### config.mk
export PLATFORM = sky130hd
export DESIGN_NAME = cv32e40x_event_arbiter
export DESIGN_NICKNAME = d
export VERILOG_FILES = /design/src/rtl/cv32e40x_pkg.sv /design/src/rtl/cv32e40x_event_arbiter.sv
export SDC_FILE = /design/constraint.sdc
export NUM_CORES = 1
export LEC_CHECK = 0
export BUFFER_PORTS_ARGS = -buffer_cell sky130_fd_sc_hd__buf_2
export CAP_MARGIN = 40
export CORE_MARGIN = 3
export CORE_UTILIZATION = 35
export DETAILED_ROUTE_END_ITERATION = 8
export PLACE_DENSITY = 0.64
export SYNTH_ARGS = -nofsm -noshare
export SYNTH_HDL_FRONTEND = slang
export SYNTH_SLANG_ARGS = --single-unit
### constraint.sdc
create_clock -name clk -period 1.71 [get_ports clk]
set_input_delay 0.342 -clock clk [delete_from_list [all_inputs] [get_ports clk]]
set_output_delay 0.342 -clock clk [all_outputs]
set_load 0.01 [all_outputs]
### src/rtl/cv32e40x_pkg.sv
`default_nettype none
// ============================================================================
// Module      : cv32e40x_pkg
// Description : Shared types and constants for the event arbiter slice.
// Revision    : 1.0 - initial release
// ============================================================================
package cv32e40x_pkg;

  // Width of the forward-progress retirement counter
  localparam int unsigned EVT_CNT_W = 4;

  // Event classes offered to the controller FSM, encoded in priority order
  typedef enum logic [1:0] {
    EVT_NMI      = 2'b00,
    EVT_DBG_REQ  = 2'b01,
    EVT_DBG_STEP = 2'b10,
    EVT_IRQ      = 2'b11
  } event_type_e;

endpackage
`default_nettype wire

### src/rtl/cv32e40x_event_arbiter.sv
`default_nettype none
// ============================================================================
// Module      : cv32e40x_event_arbiter
// Description : Collects NMI / debug request / single-step / interrupt
//               sources and offers one prioritized, registered event to the
//               controller FSM over a valid/ack handshake. After each taken
//               event a guard window waits for PROGRESS_CNT retirements.
// Revision    : 1.0 - initial release
// ============================================================================
module cv32e40x_event_arbiter
  import cv32e40x_pkg::*;
#(
  parameter int unsigned PROGRESS_CNT = 1
) (
  input  logic        clk,
  input  logic        rst_n,
  input  logic        debug_mode_i,
  input  logic        debug_req_i,
  input  logic        debug_single_step_i,
  input  logic        irq_req_ctrl_i,
  input  logic [4:0]  irq_id_ctrl_i,
  input  logic        wb_valid_i,
  input  logic        lsu_err_wb_i,
  input  logic [31:0] lsu_addr_wb_i,
  input  logic        evt_ack_i,
  output logic        evt_valid_o,
  output logic [1:0]  evt_type_o,
  output logic [4:0]  evt_cause_o,
  output logic [31:0] nmi_addr_o
);

  localparam logic [1:0] S_IDLE  = 2'd0;
  localparam logic [1:0] S_OFFER = 2'd1;
  localparam logic [1:0] S_GUARD = 2'd2;

  localparam logic [EVT_CNT_W-1:0] CNT_LOAD = PROGRESS_CNT[EVT_CNT_W-1:0];

  logic [1:0]           state_q, state_d;
  logic                 nmi_pend_q, nmi_pend_d;
  logic                 dbg_pend_q, dbg_pend_d;
  logic                 step_pend_q, step_pend_d;
  logic [31:0]          nmi_addr_q, nmi_addr_d;
  logic [EVT_CNT_W-1:0] cnt_q, cnt_d;
  logic                 evt_valid_q, evt_valid_d;
  event_type_e          evt_type_q, evt_type_d;
  logic [4:0]           evt_cause_q, evt_cause_d;

  logic                 nmi_set, dbg_set, step_set;
  logic                 ack_take, ack_nmi, ack_dbg, retract;
  logic                 eligible;
  event_type_e          win_type;
  logic [4:0]           win_cause;

  assign nmi_set  = wb_valid_i & lsu_err_wb_i;
  assign dbg_set  = debug_req_i & ~debug_mode_i;
  assign step_set = wb_valid_i & debug_single_step_i & ~debug_mode_i;

  assign ack_take = (state_q == S_OFFER) & evt_ack_i;
  assign ack_nmi  = ack_take & (evt_type_q == EVT_NMI);
  assign ack_dbg  = ack_take & ((evt_type_q == EVT_DBG_REQ) | (evt_type_q == EVT_DBG_STEP));
  // An interrupt offer is withdrawn when its level drops before being taken
  assign retract  = (state_q == S_OFFER) & (evt_type_q == EVT_IRQ) & ~irq_req_ctrl_i & ~evt_ack_i;

  // Pending-source bookkeeping; an NMI ack clears before a same-cycle error re-pends
  always_comb begin
    nmi_pend_d  = nmi_pend_q;
    nmi_addr_d  = nmi_addr_q;
    dbg_pend_d  = dbg_pend_q;
    step_pend_d = step_pend_q;
    if (ack_nmi) begin
      nmi_pend_d = 1'b0;
    end
    if (nmi_set && !nmi_pend_d) begin
      nmi_pend_d = 1'b1;
      nmi_addr_d = lsu_addr_wb_i;
    end
    // Taking a debug event absorbs any debug/step request seen in that cycle
    if (ack_dbg) begin
      dbg_pend_d  = 1'b0;
      step_pend_d = 1'b0;
    end else begin
      dbg_pend_d  = dbg_pend_q | dbg_set;
      step_pend_d = step_pend_q | step_set;
    end
  end

  // Fixed-priority winner over sources including those arriving this cycle
  always_comb begin
    win_type  = EVT_IRQ;
    win_cause = 5'd0;
    if (nmi_pend_d) begin
      win_type = EVT_NMI;
    end else if (dbg_pend_d) begin
      win_type = EVT_DBG_REQ;
    end else if (step_pend_d) begin
      win_type = EVT_DBG_STEP;
    end else begin
      win_type  = EVT_IRQ;
      win_cause = irq_id_ctrl_i;
    end
  end

  assign eligible = ~debug_mode_i & (nmi_pend_d | dbg_pend_d | step_pend_d | irq_req_ctrl_i);

  // State register
  always_ff @(posedge clk or negedge rst_n) begin
    if (!rst_n) begin
      state_q <= S_IDLE;
    end else begin
      state_q <= state_d;
    end
  end

  // Next-state logic
  always_comb begin
    state_d = state_q;
    case (state_q)
      S_IDLE: begin
        if (eligible) state_d = S_OFFER;
      end
      S_OFFER: begin
        if (evt_ack_i)    state_d = S_GUARD;
        else if (retract) state_d = S_IDLE;
      end
      S_GUARD: begin
        if ((cnt_q == '0) || (wb_valid_i && (cnt_q == EVT_CNT_W'(1)))) state_d = S_IDLE;
      end
      default: state_d = S_IDLE;
    endcase
  end

  // Output and counter next values; offers are registered so they appear a cycle later
  always_comb begin
    evt_valid_d = evt_valid_q;
    evt_type_d  = evt_type_q;
    evt_cause_d = evt_cause_q;
    cnt_d       = cnt_q;
    case (state_q)
      S_IDLE: begin
        evt_valid_d = 1'b0;
        if (eligible) begin
          evt_valid_d = 1'b1;
          evt_type_d  = win_type;
          evt_cause_d = win_cause;
        end
      end
      S_OFFER: begin
        if (evt_ack_i) begin
          evt_valid_d = 1'b0;
          cnt_d       = CNT_LOAD;
        end else if (retract) begin
          evt_valid_d = 1'b0;
        end
      end
      S_GUARD: begin
        evt_valid_d = 1'b0;
        if (wb_valid_i && (cnt_q != '0)) cnt_d = cnt_q - EVT_CNT_W'(1);
      end
      default: evt_valid_d = 1'b0;
    endcase
  end

  // Flag, address, counter and offer registers
  always_ff @(posedge clk or negedge rst_n) begin
    if (!rst_n) begin
      nmi_pend_q  <= 1'b0;
      dbg_pend_q  <= 1'b0;
      step_pend_q <= 1'b0;
      nmi_addr_q  <= 32'd0;
      cnt_q       <= '0;
      evt_valid_q <= 1'b0;
      evt_type_q  <= EVT_NMI;
      evt_cause_q <= 5'd0;
    end else begin
      nmi_pend_q  <= nmi_pend_d;
      dbg_pend_q  <= dbg_pend_d;
      step_pend_q <= step_pend_d;
      nmi_addr_q  <= nmi_addr_d;
      cnt_q       <= cnt_d;
      evt_valid_q <= evt_valid_d;
      evt_type_q  <= evt_type_d;
      evt_cause_q <= evt_cause_d;
    end
  end

  assign evt_valid_o = evt_valid_q;
  assign evt_type_o  = evt_type_q;
  assign evt_cause_o = evt_cause_q;
  assign nmi_addr_o  = nmi_addr_q;

`ifndef SYNTHESIS
  a_ack_needs_offer: assert property (@(posedge clk) disable iff (!rst_n) evt_ack_i |-> evt_valid_o)
    else $error("evt_ack_i asserted while no event is offered");
`endif

endmodule
`default_nettype wire

### Word level (Yosys, flattened, before mapping)

Index checks and enable logic that the tools add are counted.
Widths: inputs -> output; s select.

* flip-flop bits (word level): 49
* input port bits: 46
* word-level logic and storage cells: 76

* add/subtract/negate cells: 1
* equal/unequal tests: 11
* muxes and demuxes: 22
* bitwise gates (word level): 20
* reductions and logical operators: 13

Operators with widths (number)
* $mux 5: 3
* $mux 2: 6
* $and 1x1->1: 11
* $mux 1: 8
* $mux 4: 2
* $ne 2x2->1 const B: 4
* $pmux 4 s2: 1
* $eq 2x2->1 const B: 3
* $or 1x1->1: 6
* $pmux 2 s3: 1
* $reduce_and 3->1: 2
* $eq 2x1->1 const B: 2
* $eq 4x1->1 const B: 1
* $logic_not 2->1: 2
* $logic_not 4->1: 1
* $reduce_bool 4->1: 1
* $sub 4x1->4 const B: 1
* $logic_and 1x1->1: 3
* $ne 3x3->1 const B: 1
* $not 1->1: 3
* $pmux 1 s2: 1
* $reduce_and 2->1: 1
* $reduce_bool 2->1: 1
* $logic_not 1->1: 1
* $logic_or 1x1->1: 1

### Logic depth before layout (Yosys ltp)

* depth after elaboration: 13
* mapped depth: 7
* mapped depth without buffers: 6

### Least setup slack after synthesis

No wires, ideal clock.

* path type: flip-flop to flip-flop
* from: reg evt_type_q[0] (netlist: evt_type_o[0])
* to: reg evt_type_q[0] (netlist: evt_type_o[0])
* setup time: 0.125 ns
* arrival: 1.712 ns
* setup slack: -0.127 ns
* cell stages (with the launch flop): 7
* clock period less this slack: 1.837 ns
* path through: dfrtp_1 -> inv_1 -> ha_1 -> and4b_1 -> a211oi_2 -> o31ai_4 -> mux2_4

* longest elaborated chain between the ends: 11
* elaborated cells between the ends (all ways): 20
* those cells by class: 2 x eq/ne; 7 x mux; 7 x bitwise; 4 x reduce/logical

Ends and longest elaborated chain
* start, declared: RTL line cv32e40x_event_arbiter.sv:45 `event_type_e evt_type_q, evt_type_d;`
* start signal, assigned: RTL line cv32e40x_event_arbiter.sv:181 `evt_type_q <= evt_type_d;`
* $logic_not 2->1: RTL line cv32e40x_event_arbiter.sv:59 `assign ack_nmi = ack_take & (evt_type_q == EVT_NMI);`
* $and 1x1->1: RTL line cv32e40x_event_arbiter.sv:59
* $mux 1: RTL line cv32e40x_event_arbiter.sv:70 `if (ack_nmi) begin`
* $logic_not 1->1: RTL line cv32e40x_event_arbiter.sv:73 `if (nmi_set && !nmi_pend_d) begin`
* $logic_and 1x1->1: RTL line cv32e40x_event_arbiter.sv:73
* $mux 1: RTL line cv32e40x_event_arbiter.sv:73
* $or 1x1->1 (3 in series): RTL line cv32e40x_event_arbiter.sv:103 `assign eligible = ~debug_mode_i & (nmi_pend_d | dbg_pend_d | step_pend_d | irq_req_ctrl_i);`
* $and 1x1->1: RTL line cv32e40x_event_arbiter.sv:103
* $reduce_and 2->1 (no line)

Parallel ways exist; a longest one is shown, timed or not.
A chain may end at the register's enable or synchronous reset.

### Worst setup path after layout

* from: reg evt_type_q[0] (netlist: evt_type_o[0])
* to: reg evt_cause_q[2] (netlist: evt_cause_o[2])

* longest elaborated chain between the ends: 11
* elaborated cells between the ends (all ways): 20
* those cells by class: 2 x eq/ne; 7 x mux; 7 x bitwise; 4 x reduce/logical

Ends and longest elaborated chain
* $logic_not 2->1: RTL line cv32e40x_event_arbiter.sv:59
* $and 1x1->1: RTL line cv32e40x_event_arbiter.sv:59
* $mux 1: RTL line cv32e40x_event_arbiter.sv:70
* $logic_not 1->1: RTL line cv32e40x_event_arbiter.sv:73
* $logic_and 1x1->1: RTL line cv32e40x_event_arbiter.sv:73
* $mux 1: RTL line cv32e40x_event_arbiter.sv:73
* $or 1x1->1 (3 in series): RTL line cv32e40x_event_arbiter.sv:103
* $and 1x1->1: RTL line cv32e40x_event_arbiter.sv:103
* $reduce_and 2->1 (no line)
* end signal, assigned: RTL line cv32e40x_event_arbiter.sv:182 `evt_cause_q <= evt_cause_d;`
* end, declared: RTL line cv32e40x_event_arbiter.sv:46 `logic [4:0] evt_cause_q, evt_cause_d;`

Parallel ways exist; a longest one is shown, timed or not.

==> impl_metrics.yaml <==
yosys:
  synth-compound-area-share: 0.08137
  post_synth.cell_area_avg_sq_um: 13.93
  synth_adder_area_share: 0.03014
  synth-async-reset-ratio: 1.000
  synth.mux.area_fraction: 0.1857
  yosysSeqAreaShare: 0.5907
  synthFlopType: "dfrtp_1"
  synth-simple-area-share: 0.08439
  syn-cell-area_sq_mm: 0.002076
  synth_cells: 149
  yosys_warnings: 0
  synth_top_family_by_area: "multiplexers"
  ys_types: 31
  syn_nets: 200
  synth_seq_cells: 49
  synth-xor-area-share: 0.004219
  synth_edf_count: 0
clocking:
  cts_tree: "built"
  clk_transition_reported_paths_ns: 0.09
  numCtsBuffers: 5
  htree_levels: 2
  cts_buffer_depth: 2
  clockRootBuffer: "clkbuf_8"
  clock_sinks: 49
  worstSkewPairLatency_ns: 0.29
power:
  p_total_mw: 4.784
  leakage_nw: 1.487
  power_density_mw_per_mm2: 1619
  ir_drop_mv: 0.6806
routing:
  wire_per_inst_um: 14.62
  wirelength_um: 4781
  drt-pass1-iter-count: 4
  ant_nets: 0
  drt_iter0_markers: 42
  via_per_inst: 4.673
  drc: 0
  vias: 1528
setup_path:
  rrSetupSlack_ns: -0.03
  required_ns: 1.90
  cp-end-kind: "flop"
  cp_max_fo: 8
  worstRegToRegCells: 7
  start_kind: "flop"
  r2r-start: "evt_type_o[0]"
  crit_arrival_ns: 1.93
  r2r_end: "evt_cause_o[2]"
  worstSetupPathType: "reg -> reg"
floorplanning:
  die_area_sq_mm: 0.006891
  chipWidth_um: 83.01
  fp.dieH_um: 83.01
  io_pins: 86
  placementRows: 27
  core_sq_mm: 0.005608
  start_util: 0.3701
run_status:
  outcome: "finished with violations"
  violations: "negative setup slack"
timing:
  setup_ws_ns: -0.03117
  fin_crit_ns: 1.741
  hold_viol_final: 0
  fmax_mhz: 574.3
  slew_headroom: 0.6812
  skew_ns: 0.006298
  slew_viol_final: 0
  rsz0062_at_grt: "yes"
  worstMarginPinSlew_ns: 0.4782
  min_period_over_period: 1.018
  setup_viol: 7
hold_path:
  hp-start: "irq_id_ctrl_i[1]"
  hold_depth: 2
  hold_end: "evt_cause_o[1]"
  hold_path_class: "in -> reg"
cells_and_area:
  num_antenna_cells: 0
  drive_gt1_frac: 0.6078
  layout.cells.non_filler: 327
  postLayoutCoreUtil: 0.5268
  postLayoutCellArea_sq_mm: 0.002954
  nets: 305
  area_growth_pct: 42.31
global_route:
  grt_max_degree: 31
  grt_usage: 0.1358
  antenna_found_initial: 0
  grt_pass1_wl_um: 7700
  first_global_vias: 1489
  gr-total-overflow: 0
flow_run:
  cap_violations: 0
placed_design:
  hpwlAfterDp_um: 3492
  post_dp_cell_area_sq_mm: 0.002669
  dpl.cell_count: 313
  place_congestion: 0.7894
  portBuffers: 85
[sequential cells by signal (all words and copies together) (netlist names)]
register and cells:
evt_type_o 2, dbg_pend_q 1, step_pend_q 1, nmi_pend_q 1, cnt_q 4, state_q 2
evt_valid_o 1, nmi_addr_o 32, evt_cause_o 5
[metrics by stage]
step	hold slack, ns	TNS [ns]	worst slack (ns)
finish	0.2552	-0.1755	-0.03117
global route	0.2417	-2.036	-0.08954
CTS	0.2436	-0.09086	-0.02066
detailed placement	0.3307	-0.8310	-0.05841
global placement	0.3235	-0.1991	-0.04353
floorplan	0.04641	-0.1239	-0.1239
[where the power goes]
group	switching, mW	internal (mW)
combinational	0.928	1.19
sequential	0.303	1.66
clock	0.376	0.328
total	1.61	3.18
[cells in the final DEF, fill, tap and decap left out, drive strengths merged, types with 2 or more instances in the layout]
cell    Yosys  layout
buf         3      99
dfrtp      49      49
mux2       33      33
clkbuf      0       7
nor2        7       7
inv         7       7
a21oi       6       6
nand2       5       5
a22o        5       5
ha          5       5
nor3b       3       3
nor3        3       3
o21ai       3       3
nand3b      2       2
nor2b       2       2
nand2b      2       2
or3         2       2
and4b       2       2
o31ai       2       2
clkinv      0       2
[logic make-up (layout without fill, tap and decap cells)]
| family | count (synthesis) | count (layout) |
|---|---|---|
| XOR/XNOR | 1 | 1 |
| buffers and inverters | 10 | 116 |
| AND/OR/NAND/NOR | 31 | 31 |
| adder cells (fa/ha/maj) | 5 | 5 |
| AO/OA/AOI/OAI | 19 | 19 |
| multiplexers | 34 | 34 |
| flip-flops | 49 | 49 |
[how the worst max path moves through the flow]
stage,startpoint,endpoint,slack (ns)
after global routing,evt_type_o[0],evt_cause_o[3],-0.09
after global placement,evt_type_o[1],evt_cause_o[0],-0.04
after floorplan,evt_type_o[0],evt_type_o[0],-0.12
after detailed placement,evt_type_o[1],evt_cause_o[2],-0.06
after CTS,evt_type_o[1],evt_cause_o[2],-0.02
final,evt_type_o[0],evt_cause_o[2],-0.03
[synth_stat cells (3+ instances only)]
master,count,area share
inv_1,7,0.013
ha_1,5,0.030
mux2_1,3,0.016
buf_4,3,0.011
nor3_1,3,0.0072
a21oi_1,6,0.014
nand2_1,5,0.0090
mux2_2,29,0.16
dfrtp_1,49,0.59
a22o_1,5,0.021
nor2_1,6,0.011
nor3b_1,3,0.011
[worst max-delay path, stage by stage, from the launching register on]
cell      delay (ns)
dfrtp_1         0.40
inv_2           0.08
ha_4            0.19
and4b_2         0.26
a211oi_4        0.24
o31ai_4         0.11
buf_12          0.17
a22o_1          0.19
[timing repair]
action,in CTS,in global routing
hold endpoints to repair,3,0
pin swaps,1,0
hold buffers,1,0
gates cloned,0,1
buffers inserted,3,1
endpoints found under the setup margin,31,40
resized for setup,8,24
[layout make-up]
class                   instances  area (sq um)
clock buffers                   6         82.58
clock inverters                 2         13.76
fillers                       501          2654
inverters                       7         26.28
multi-input cells              90         909.6
flip-flops and latches         49          1226
well taps                      72         90.09
repair buffers                101         605.6
[per-layer routing]
layer	up-vias	GRT usage	wire length [um]
met4	0	0.04309	52
met3	5	0.04464	297
met1	733	0.1877	2179
met2	53	0.2019	2251
met5	-	0	0
li1	737	-	-
No activity file was read; power rests on OpenSTA's default activity.
